--- src/rtl/pwm_if.sv ---
// Configuration and output bundle between the control block and the PWM core.
// The master drives the static configuration and run control; the slave (the PWM) drives pwmout.
interface pwm_if;
  logic       enable;
  logic [7:0] cycle_on;
  logic [7:0] period;
  logic [1:0] pre;
  logic       pwmout;

  modport master (
    output enable,
    output cycle_on,
    output period,
    output pre,
    input  pwmout
  );

  modport slave (
    input  enable,
    input  cycle_on,
    input  period,
    input  pre,
    output pwmout
  );
endinterface

--- src/rtl/pwm.sv ---
// Single-channel 8-bit PWM with a 2-bit clock prescaler (tick every 2^pre clocks).
// Optional macro PWM_SHADOW_EN: period/cycle_on are latched at period boundaries, so no runt pulses.
module pwm (
  input  logic  clk,
  input  logic  rst,
  pwm_if.slave  bus
);

  logic [2:0] pre_cnt;
  logic [2:0] pre_term;
  logic       tick;
  logic [7:0] cnt;
  logic [7:0] period_eff;
  logic [7:0] cycle_on_eff;
  logic       wrap;
  logic       pwm_q;

  always_comb begin
    pre_term = 3'd0;
    case (bus.pre)
      2'b00:   pre_term = 3'd0;
      2'b01:   pre_term = 3'd1;
      2'b10:   pre_term = 3'd3;
      default: pre_term = 3'd7;
    endcase
  end

  // ">=" rather than "==" so that lowering pre mid-run wraps immediately with a tick.
  assign tick = (pre_cnt >= pre_term);
  assign wrap = tick && (cnt == period_eff - 8'd1);

`ifdef PWM_SHADOW_EN
  logic shadow_load;

  assign shadow_load = !bus.enable || (period_eff == 8'd0) || wrap;

  always_ff @(posedge clk or negedge rst) begin
    if (!rst) begin
      period_eff   <= 8'd0;
      cycle_on_eff <= 8'd0;
    end else if (shadow_load) begin
      period_eff   <= bus.period;
      cycle_on_eff <= bus.cycle_on;
    end
  end
`else
  assign period_eff   = bus.period;
  assign cycle_on_eff = bus.cycle_on;
`endif

  always_ff @(posedge clk or negedge rst) begin
    if (!rst) begin
      pre_cnt <= 3'd0;
    end else if (!bus.enable || tick) begin
      pre_cnt <= 3'd0;
    end else begin
      pre_cnt <= pre_cnt + 3'd1;
    end
  end

  // A period lowered below cnt is caught by the natural 8-bit rollover.
  always_ff @(posedge clk or negedge rst) begin
    if (!rst) begin
      cnt <= 8'd0;
    end else if (!bus.enable || (period_eff == 8'd0)) begin
      cnt <= 8'd0;
    end else if (tick) begin
      if (wrap) begin
        cnt <= 8'd0;
      end else begin
        cnt <= cnt + 8'd1;
      end
    end
  end

  always_ff @(posedge clk or negedge rst) begin
    if (!rst) begin
      pwm_q <= 1'b0;
    end else begin
      pwm_q <= bus.enable && (period_eff != 8'd0) && (cnt < cycle_on_eff);
    end
  end

  assign bus.pwmout = pwm_q;

endmodule

--- src/flat_wrapper.sv ---
// flat-port wrapper written by rule: the top's interface ports become plain ports
module pwm_flat 
  (clk, rst, bus_enable, bus_cycle_on, bus_period, bus_pre, bus_pwmout);
  pwm_if bus_i ();
  input  logic clk;
  input  logic rst;
  input wire logic [$bits(bus_i.enable)-1:0] bus_enable;
  input wire logic [$bits(bus_i.cycle_on)-1:0] bus_cycle_on;
  input wire logic [$bits(bus_i.period)-1:0] bus_period;
  input wire logic [$bits(bus_i.pre)-1:0] bus_pre;
  output wire logic [$bits(bus_i.pwmout)-1:0] bus_pwmout;
  assign bus_i.enable = bus_enable;
  assign bus_i.cycle_on = bus_cycle_on;
  assign bus_i.period = bus_period;
  assign bus_i.pre = bus_pre;
  assign bus_pwmout = bus_i.pwmout;
  pwm u_core (.clk(clk), .rst(rst), .bus(bus_i));
endmodule
--- config.mk ---
export PLATFORM = sky130hd
export DESIGN_NAME = pwm_flat
export DESIGN_NICKNAME = d
export VERILOG_FILES = /design/src/rtl/pwm_if.sv /design/src/rtl/pwm.sv /design/src/flat_wrapper.sv
export SDC_FILE = /design/constraint.sdc
export NUM_CORES = 1
export LEC_CHECK = 0
export ABC_AREA = 1
export CAP_MARGIN = 20
export CORE_UTILIZATION = 54
export CTS_BUF_LIST = sky130_fd_sc_hd__clkbuf_2
export CTS_CLUSTER_SIZE = 25
export DETAILED_ROUTE_END_ITERATION = 6
export PLACE_DENSITY_LB_ADDON = 0.1
export SYNTH_ARGS = -nofsm -noshare
export SYNTH_HDL_FRONTEND = slang
export SYNTH_SLANG_ARGS = --single-unit
export TNS_END_PERCENT = 1
--- constraint.sdc ---
create_clock -name clk -period 1.7 [get_ports clk]
set_input_delay 0.34 -clock clk [delete_from_list [all_inputs] [get_ports clk]]
set_output_delay 0.34 -clock clk [all_outputs]
set_load 0.02 [all_outputs]
Word-level counts from Yosys, hierarchy flattened
Cells that the tools add are included.
Operators by class
  add/sub/neg operators: 3
  $lt $le $gt $ge: 2
  equality and inequality tests: 3
  multiplexer cells: 5
  reductions and logical operators: 10
Operators by type and width (number)
  $mux W8: 3
  $pmux W3 S3: 1
  $add A8 B1 Y8 const B: 1
  $eq A8 B8 Y1: 1
  $logic_not A8 Y1: 1
  $lt A8 B8 Y1: 1
  $reduce_bool A8 Y1: 1
  $sub A8 B1 Y8 const B: 1
  $add A3 B1 Y3 const B: 1
  $ge A3 B3 Y1: 1
  $logic_and A1 B1 Y1: 3
  $mux W3: 1
  $eq A2 B1 Y1 const B: 1
  $eq A2 B2 Y1 const B: 1
  $logic_not A2 Y1: 1
  $logic_or A1 B1 Y1: 2
  $reduce_bool A2 Y1: 1
  $logic_not A1 Y1: 1
Storage, ports and cells
  register bits: 12
  input port bits: 21
  output and inout port bits: 1
  word-level logic and storage cells: 26

Logic depth before layout (Yosys ltp)
Gate-level depths: netlist (run 1).
  word-level depth: 7
  gate-level depth with buffers: 12
  mapped depth without buffers: 11

Least setup slack after synthesis (run 1)
Ideal clock, no wire load.
  kind: input to register
  start: input port bus_pre[1]
  end: register u_core.cnt[0]
  library setup time: 118 ps
  arrival time: 1532 ps
  required time: 1582 ps
  path slack: 50 ps
  stages on the path: 9
  path buffers: 0
  cell sequence: or2_2 -> ha_1 -> nand3_1 -> nand3_1 -> inv_1 -> nor2_2 -> nand3_4 -> nand3_1 -> nand2_1
Between the ends
  word-level cells in the longest chain between the ends: 7
  elaborated cells on any way between the ends: 10
  those cells by class: order compare: 1; eq/ne: 2; mux: 4; reduce/logical: 3
Ends and longest elaborated chain
  start, declared: RTL line flat_wrapper.sv:10  | input wire logic [$bits(bus_i.pre)-1:0] bus_pre;
  $eq A2 B2 Y1 (tied with other cells): RTL line pwm.sv:20  | case (bus.pre)
  $pmux W3 S3 *: RTL line pwm.sv:20
  $ge A3 B3 Y1 *: RTL line pwm.sv:29  | assign tick = (pre_cnt >= pre_term);
  $logic_and A1 B1 Y1: RTL line pwm.sv:30  | assign wrap = tick && (cnt == period_eff - 8'd1);
  $mux W8: RTL line pwm.sv:68  | if (wrap) begin
  $mux W8: RTL line pwm.sv:67  | end else if (tick) begin
  $mux W8: RTL line pwm.sv:65  | end else if (!bus.enable || (period_eff == 8'd0)) begin
  end signal, assigned: RTL line pwm.sv:71  | cnt <= cnt + 8'd1;
  end, declared: RTL line pwm.sv:12  | logic [7:0] cnt;
Every way passes the cells marked *; elsewhere a longest branch is shown, timed or not. The select of a mux whose other input is x is not followed.
A chain may end at the register's enable or synchronous reset.

Worst setup path after layout (run 1)
  start: register u_core.pre_cnt[2]
  end: register u_core.cnt[1]
Between the ends
  word-level cells in the longest chain between the ends: 5
  elaborated cells on any way between the ends: 6
  those cells by class: order compare: 1; mux: 3; reduce/logical: 2
Ends and longest elaborated chain
  start, declared: RTL line pwm.sv:9  | logic [2:0] pre_cnt;
  start signal, assigned: RTL line pwm.sv:57  | pre_cnt <= pre_cnt + 3'd1;
  $ge A3 B3 Y1 *: RTL line pwm.sv:29
  $logic_and A1 B1 Y1: RTL line pwm.sv:30
  $mux W8: RTL line pwm.sv:68
  $mux W8: RTL line pwm.sv:67
  $mux W8: RTL line pwm.sv:65
Marks and branches as above.

==> results of run 1 <==
[cells in the mapped netlist]
master,instances
or2_2,1
nor2_2,8
xor2_1,8
dfrtp_1,12
nor2_4,1
inv_1,26
ha_1,14
nand4_1,3
nand3_4,1
xnor2_1,8
o21ai_0,1
nand2_2,2
nand3b_1,2
clkinv_1,1
o21ai_1,1
nand2_1,48
a21oi_1,5
a211oi_1,1
nand3_1,15
nor3_2,1
nor2_1,11
buf_2,3
inv_2,2
[worst max-delay path: stages, from the launching register on]
cell and delay (ns):
dfrtp_1 0.44, ha_4 0.31, nand3_2 0.09, nand3_2 0.11, inv_2 0.05, buf_4 0.13, nor2_4 0.24, nand3_2 0.12
nand2_1 0.09
[power by group through the flow]
stage / Combinational, mW / Sequential (mW) / Clock, mW
detailed placement: 0.453 / 0.375 / 0
global route: 0.658 / 0.379 / 0.173
finish: 0.597 / 0.376 / 0.167
floorplan: 0.277 / 0.362 / 0
global placement: 0.426 / 0.371 / 0
CTS: 0.531 / 0.374 / 0.152
[flip-flops by register name, summed over array words and instances (netlist names)]
name               count
u_core.pre_cnt         3
u_core.cnt             8
u_core.bus.pwmout      1
[per-layer routing]
layer,vias up,routed length [um],part of all wire [%]
met4,0,146,4.3
met2,52,1750,52
met3,16,136,4.0
met1,589,1330,40
li1,617,-,-
met5,-,0,0
[kinds of logic (layout without fill, tap and decap cells)]
group | count (synthesis) | in the layout | share of synthesized area [%]
XOR/XNOR | 16 | 16 | 11.5
adder cells (fa/ha/maj) | 14 | 14 | 14.4
flip-flops | 12 | 12 | 24.6
AO/OA/AOI/OAI | 8 | 8 | 3.49
AND/OR/NAND/NOR | 93 | 93 | 35.9
buffers and inverters | 32 | 67 | 10.2
[path summary, 6_finish.rpt]
path                                endpoint  slack (ns)              start  cells after the start
max                            u_core.cnt[1]        0.05  u_core.pre_cnt[2]                      8
min                            u_core.cnt[0]        0.37                rst                      1
max reg2reg                    u_core.cnt[1]        0.05  u_core.pre_cnt[2]                      8
min reg2reg                u_core.pre_cnt[0]        0.48  u_core.pre_cnt[0]                      1
max in group asynchronous      u_core.cnt[5]        0.97                rst                      1
min in group clk           u_core.pre_cnt[0]        0.48  u_core.pre_cnt[0]                      1
[layout make-up]
cell class	instances	area, um^2	area share [%]
clock buffer	3	15.0	0.887
clock inverter	1	3.75	0.222
inverter	29	109	6.43
multi-input combinational	131	913	54.0
sequential	12	300	17.7
tap	27	33.8	2.00
timing repair buffer	34	318	18.8
[cells in the final DEF, fill, tap and decap left out, types with 3 or more instances in the layout]
cell	Yosys	layout
a21oi_1	5	4
buf_4	0	11
clkbuf_2	0	4
clkdlybuf4s50_1	0	13
dfrtp_1	12	12
dlymetal6s2s_1	0	4
ha_1	14	10
ha_4	0	4
inv_1	26	23
inv_2	2	5
nand2_1	48	46
nand2_2	2	4
nand3_1	15	6
nand3_2	0	9
nand4_1	3	3
nor2_1	11	10
nor2_2	8	8
xnor2_1	8	8
xor2_1	8	8
[metrics by stage]
stage | area, um^2 | cells | util (%)
final | 1690 | 237 | 82.9
after global routing | 1690 | 237 | 82.9
after detailed placement | 1530 | 231 | 75.0
after floorplan | 1220 | 175 | -
after CTS | 1640 | 236 | 80.1
after global placement | 1530 | 231 | 75.0
[what timing repair did]
item / in CTS / in global routing
resized for setup: 19 / 18
endpoints found under the setup margin: 8 / 8
gates cloned: 0 / 0
buffers inserted: 1 / 1
pin swaps: 10 / 13
==> results.md, run 1 <==
* Max Cap Viol at 0
* Setup Skew at 0.0102 ns
* # hold bufs at CTS at 0
* Die Width at just under 50 um
* Clk buf depth at 2
* Setup violations, final at 0
* GR met3 Demand/Resource at 4.32%
* Row count at 16
* N_diodes at 0
* Num CTS Buffers at 3
* Power Internal at 0.649 mW
* Largest net degree at the start of global routing at 13
* Setup TNS at 0 ns
* DRT Pass-1 Iters at 4
* Root Buffer: clkbuf_2
* Worst min-delay path category: in2async
* CP Max Fanout at 8
* Met2 GRT Util at 50.7%
* Max Slew Vio Count at 0
* DIE HEIGHT at 49.5 um
* Worst setup margin at just over 0.05 ns
* Grt peak-use layer: met2
* DR DRC count at 0
* Antenna viol nets, final at 0
* Tmin final at 1.65 ns
* Worst hold slack at 0.368 ns
* FMAX at 0.607 GHz
* Mapped Area at 1220 um^2
* Clock sinks at 12
* M1 GR Usage at 31.5%
* VDD IR max at 565 uV
* Switching portion of total power at between 40% and 50%
* CTS tree: built
* Avg Cell Area, Syn at 6.97 um^2
* PD cells at 673 nW/um^2
* Via count at 1274
* Drt wl/cell at about 14 um
* Share of layout cells above drive strength 1 at 25.7%
* NetSw at 0.491 mW
* Seq/Total Area, Yosys at 24.6%
* Clock slew at reported path FFs at ~0.14 ns
* Clk_lat worst skew at 0.30 ns
* DR vias/cell at 5.38
* Core ar. at 2040 um^2
* Synthesized flop and latch total at 12
* Yosys cell types at 23
* Starting DRC count in detailed routing at 37
* First-pass GRT wire length at 5.25 mm
* Comb power frac at 52.4%
* Total routed wirelength at approximately 3.4 mm
* Lkg Pwr at 0.904 nW
* Port buffer count at 21
* Antenna violations before repair at 0
* Gr ovfl total at 0
* Crit path capture type: flip-flop
* Gr usage total at 28.4%
* Power Total at ~1.1 mW
* Leading area contributor after synthesis: dfrtp_1
* Ports at 22
* Main area contributors after synthesis: dfrtp_1 (25%), nand2_1 (15%), ha_1 (14%), inv_1 (8.0%), nand3_1 (6.2%)
* Final net count at 246
* Clk pwr share at 14.6%
* Fin. Hold Viols at 0
* Post-Synthesis Cells at 175
* Setup crit start kind: flip-flop
* FILL cells at 128
* Die ar. at 2450 um^2
* Vias in the first global route at 1251
* Worst Tran Pin Value at about 0.53 ns
* Slew HR at 64.4%
* CP arrival at approximately 1.9 ns
* Starting Density at about three fifths
* DP HPWL at 2.29 mm
* Area grow syn2layout at 38.8%
* Mapped Nets at 210
* CP Class: reg2reg
* Period utilization at between 90% and 100%
* Yosys top cell area share at 24.6%
* Status: completed
* Synth warn at 0
* Sequential power share at about a third
* Pre-CTS setup slack at -0.490 ns
* Number of H-tree levels at 1
* CP required at 1.94 ns
* GP Congestion at 0.798
(Power assumes the default switching activity.)
==> run 2, diff against run 1 <==
--- a/config.mk
+++ b/config.mk
@@ -12,6 +12,7 @@
 export CTS_CLUSTER_SIZE = 25
 export DETAILED_ROUTE_END_ITERATION = 6
 export PLACE_DENSITY_LB_ADDON = 0.1
+export SETUP_SLACK_MARGIN = 0.1
 export SYNTH_ARGS = -nofsm -noshare
 export SYNTH_HDL_FRONTEND = slang
 export SYNTH_SLANG_ARGS = --single-unit
==> run 2 against run 1 <==
  * Setup slack improved by 0.068 ns
  * Flip-flop and latch count did not move
  * Register-to-register slack improved by 0.098 ns
  * Wire length is 22% lower
  * Cell count decreased by 0.42%
  * Non-clock buffer count is 1 lower
  * Die area did not move
  * Maximum frequency rose by 4.3%
  * Sequential power fell by 3%
  * Critical path type is now in2reg
  * Critical endpoint is now u_core.cnt[7]
  * Largest power group unchanged
==> results.md, run 2 (synthesized netlist as in run 1, its figures left out) <==
* Num CTS Buffers at 3 (unchanged)
* Starting DRC count in detailed routing at 10 (-73%)
* Max Cap Viol at 0 (unchanged)
* Die ar. at 2450 um^2 (unchanged)
* CP Max Fanout at 8 (unchanged)
* Number of H-tree levels at 1 (unchanged)
* Register-to-register setup slack at 0.15 ns (+0.10 ns)
* RSZ-0062 raised after global routing: yes
* Gr usage total at 24.8% (-3.6 points)
* Setup Skew at 0.00983 ns (-0.000398 ns)
* Worst R2R Path Depth at 8 (unchanged)
* Vias in the first global route at 1198 (-4.2%)
* Worst min-delay path category: in2async
* GP Congestion at 0.740 (-7.2%)
* Crit path depth at 10 (+2)
* Gr ovfl total at 0 (unchanged)
* Total routed wirelength at 2.64 mm (-22%)
* N_diodes at 0 (unchanged)
* Clk_lat worst skew at 0.28 ns (-0.02 ns)
* Beginning of the critical path: bus_pre[0]
* Worst path slowest cell: ha_4
* DR DRC count at 0 (unchanged)
* CP peak stage delay at 0.26 ns (-0.18 ns)
* VDD IR max at 550 uV (-2.6%)
* Reg with most FFs: u_core.cnt
* Slew HR at 63.4% (-1.0 points)
* Clk buf depth at 2 (unchanged)
* CP required at 1.88 ns (-0.06 ns)
* Antenna viol nets, final at 0 (unchanged)
* CTS tree: built
* Ports at 22 (unchanged)
* R2r endpoint: u_core.cnt[7]
* Worst Tran Pin Value at 0.548 ns (+0.0151 ns)
* Max FFs per register at 8 (unchanged)
* Tmin final at 1.58 ns (-0.0676 ns)
* Clock slew at reported path FFs at 0.12 ns (-0.02 ns)
* DR vias/cell at 5.06 (-5.9%)
* Setup TNS at 0 ns (unchanged)
* FMAX at 0.633 GHz (+4.3%)
* Fin. Hold Viols at 0 (unchanged)
* DIE HEIGHT at 49.5 um (unchanged)
* Port buffer count at 21 (unchanged)
* Antenna violations before repair at 0 (unchanged)
* Root Buffer: clkbuf_2
* Share of layout cells above drive strength 1 at 23.9% (-1.8 points)
* Worst hold slack at 0.402 ns (+0.0345 ns)
* Starting Density at 59.7% (unchanged)
* Setup crit end: u_core.cnt[7]
* Bufs and invs on worst path at 2 (unchanged)
* Worst-path cell chain: dlygate4sd2_1 > or2_4 > ha_4 > nand3_1 > nand3_2 > inv_2 > nor2_4 > nand3_4 > nand3_2 > nand2_1
* Lkg Pwr at 0.892 nW (-1.3%)
* Core ar. at 2040 um^2 (unchanged)
* Crit path top cell by count: nand3_2
* DP HPWL at 2.03 mm (-11%)
* Setup crit start kind: primary input
* Setup violations, final at 0 (unchanged)
* Most frequent cells in the layout: nand2_1 (48), inv_1 (22), clkdlybuf4s50_1 (13)
* Via count at 1194 (-6.3%)
* Reg2Reg Launch Point: u_core.pre_cnt[2]
* Status: completed
* First-pass GRT wire length at 4.79 mm (-8.8%)
* Die Width at 49.5 um (unchanged)
* Power Total at 1.04 mW (-8.8%)
* Period utilization at 93.0% (-4.0 points)
* CP arrival at 1.76 ns (-0.13 ns)
* Clock sinks at 12 (unchanged)
* Crit path capture type: flip-flop
* CP top delay family: simple AND/OR/NAND/NOR gates
* PD cells at 624 nW/um^2 (-7.3%)
* Final net count at 245 (-0.41%)
* Drt wl/cell at 11.2 um (-21%)
* Most common cell after layout, fill and taps aside: nand2_1
* DRT Pass-1 Iters at 4 (unchanged)
* Row count at 16 (unchanged)
* Max Slew Vio Count at 0 (unchanged)
* CP Class: in2reg
* Largest net degree at the start of global routing at 13 (unchanged)
* Area grow syn2layout at 36.5%
## run 2: cell types whose count changed in the layout (fill, tap and decap cells not counted), sizes merged
cell,before,now
dlygate4sd2,2,4
buf,13,12
clkbuf,4,3
dlymetal6s2s,4,3
## run 2: area by class of cell
class	count	area [um^2]
Clock buffer	3	15.0
Sequential cell	12	300
Tap cell	27	33.8
Fill cell	156	377
Multi-Input combinational cell	131	901
Timing Repair Buffer	33	303
Inverter	29	109
Clock inverter	1	3.75
## run 2: where the power goes
part / switching [mW] / internal, mW / leakage [nW]
sequential: 0.0399 / 0.324 / 0.163
combinational: 0.293 / 0.234 / 0.716
clock: 0.0981 / 0.0511 / 0.0140
total: 0.431 / 0.608 / 0.892
## run 2: stage by stage
step                cells  worst slack [ns]  area [um^2]  util, %
floorplan             175             0.128         1220        -
global placement      229            -0.389         1520     74.5
CTS                   233             0.106         1630     79.9
detailed placement    229            -0.435         1520     74.5
global route          236            0.0616         1670     81.6
finish                236             0.119         1670     81.6
## run 2: repair_timing
| action | CTS | global route |
|---|---|---|
| pin swaps | 10 | 10 |
| setup endpoints to repair | 9 | 9 |
| setup buffers | 0 | 3 |
| hold buffers | 0 | 0 |
| cloned | 0 | 0 |
| gates resized for setup | 23 | 6 |
## run 2: how the worst min path moves through the flow
stage | startpoint | endpoint | slack (ns)
4_1_cts | rst | u_core.bus.pwmout | 0.41
3_5_place_dp | u_core.pre_cnt[0] | u_core.pre_cnt[0] | 0.47
2_1_floorplan | rst | u_core.bus.pwmout | 0.04
6_report | rst | u_core.bus.pwmout | 0.40
3_3_place_gp | u_core.pre_cnt[0] | u_core.pre_cnt[0] | 0.45
5_1_grt | rst | u_core.bus.pwmout | 0.43
## run 2: per-layer routing
metal  GRT usage, %  wire length [um]
met1           28.6              1140
met2           46.4              1380
met3           4.94                97
met4           5.24                14
met5              0                 0
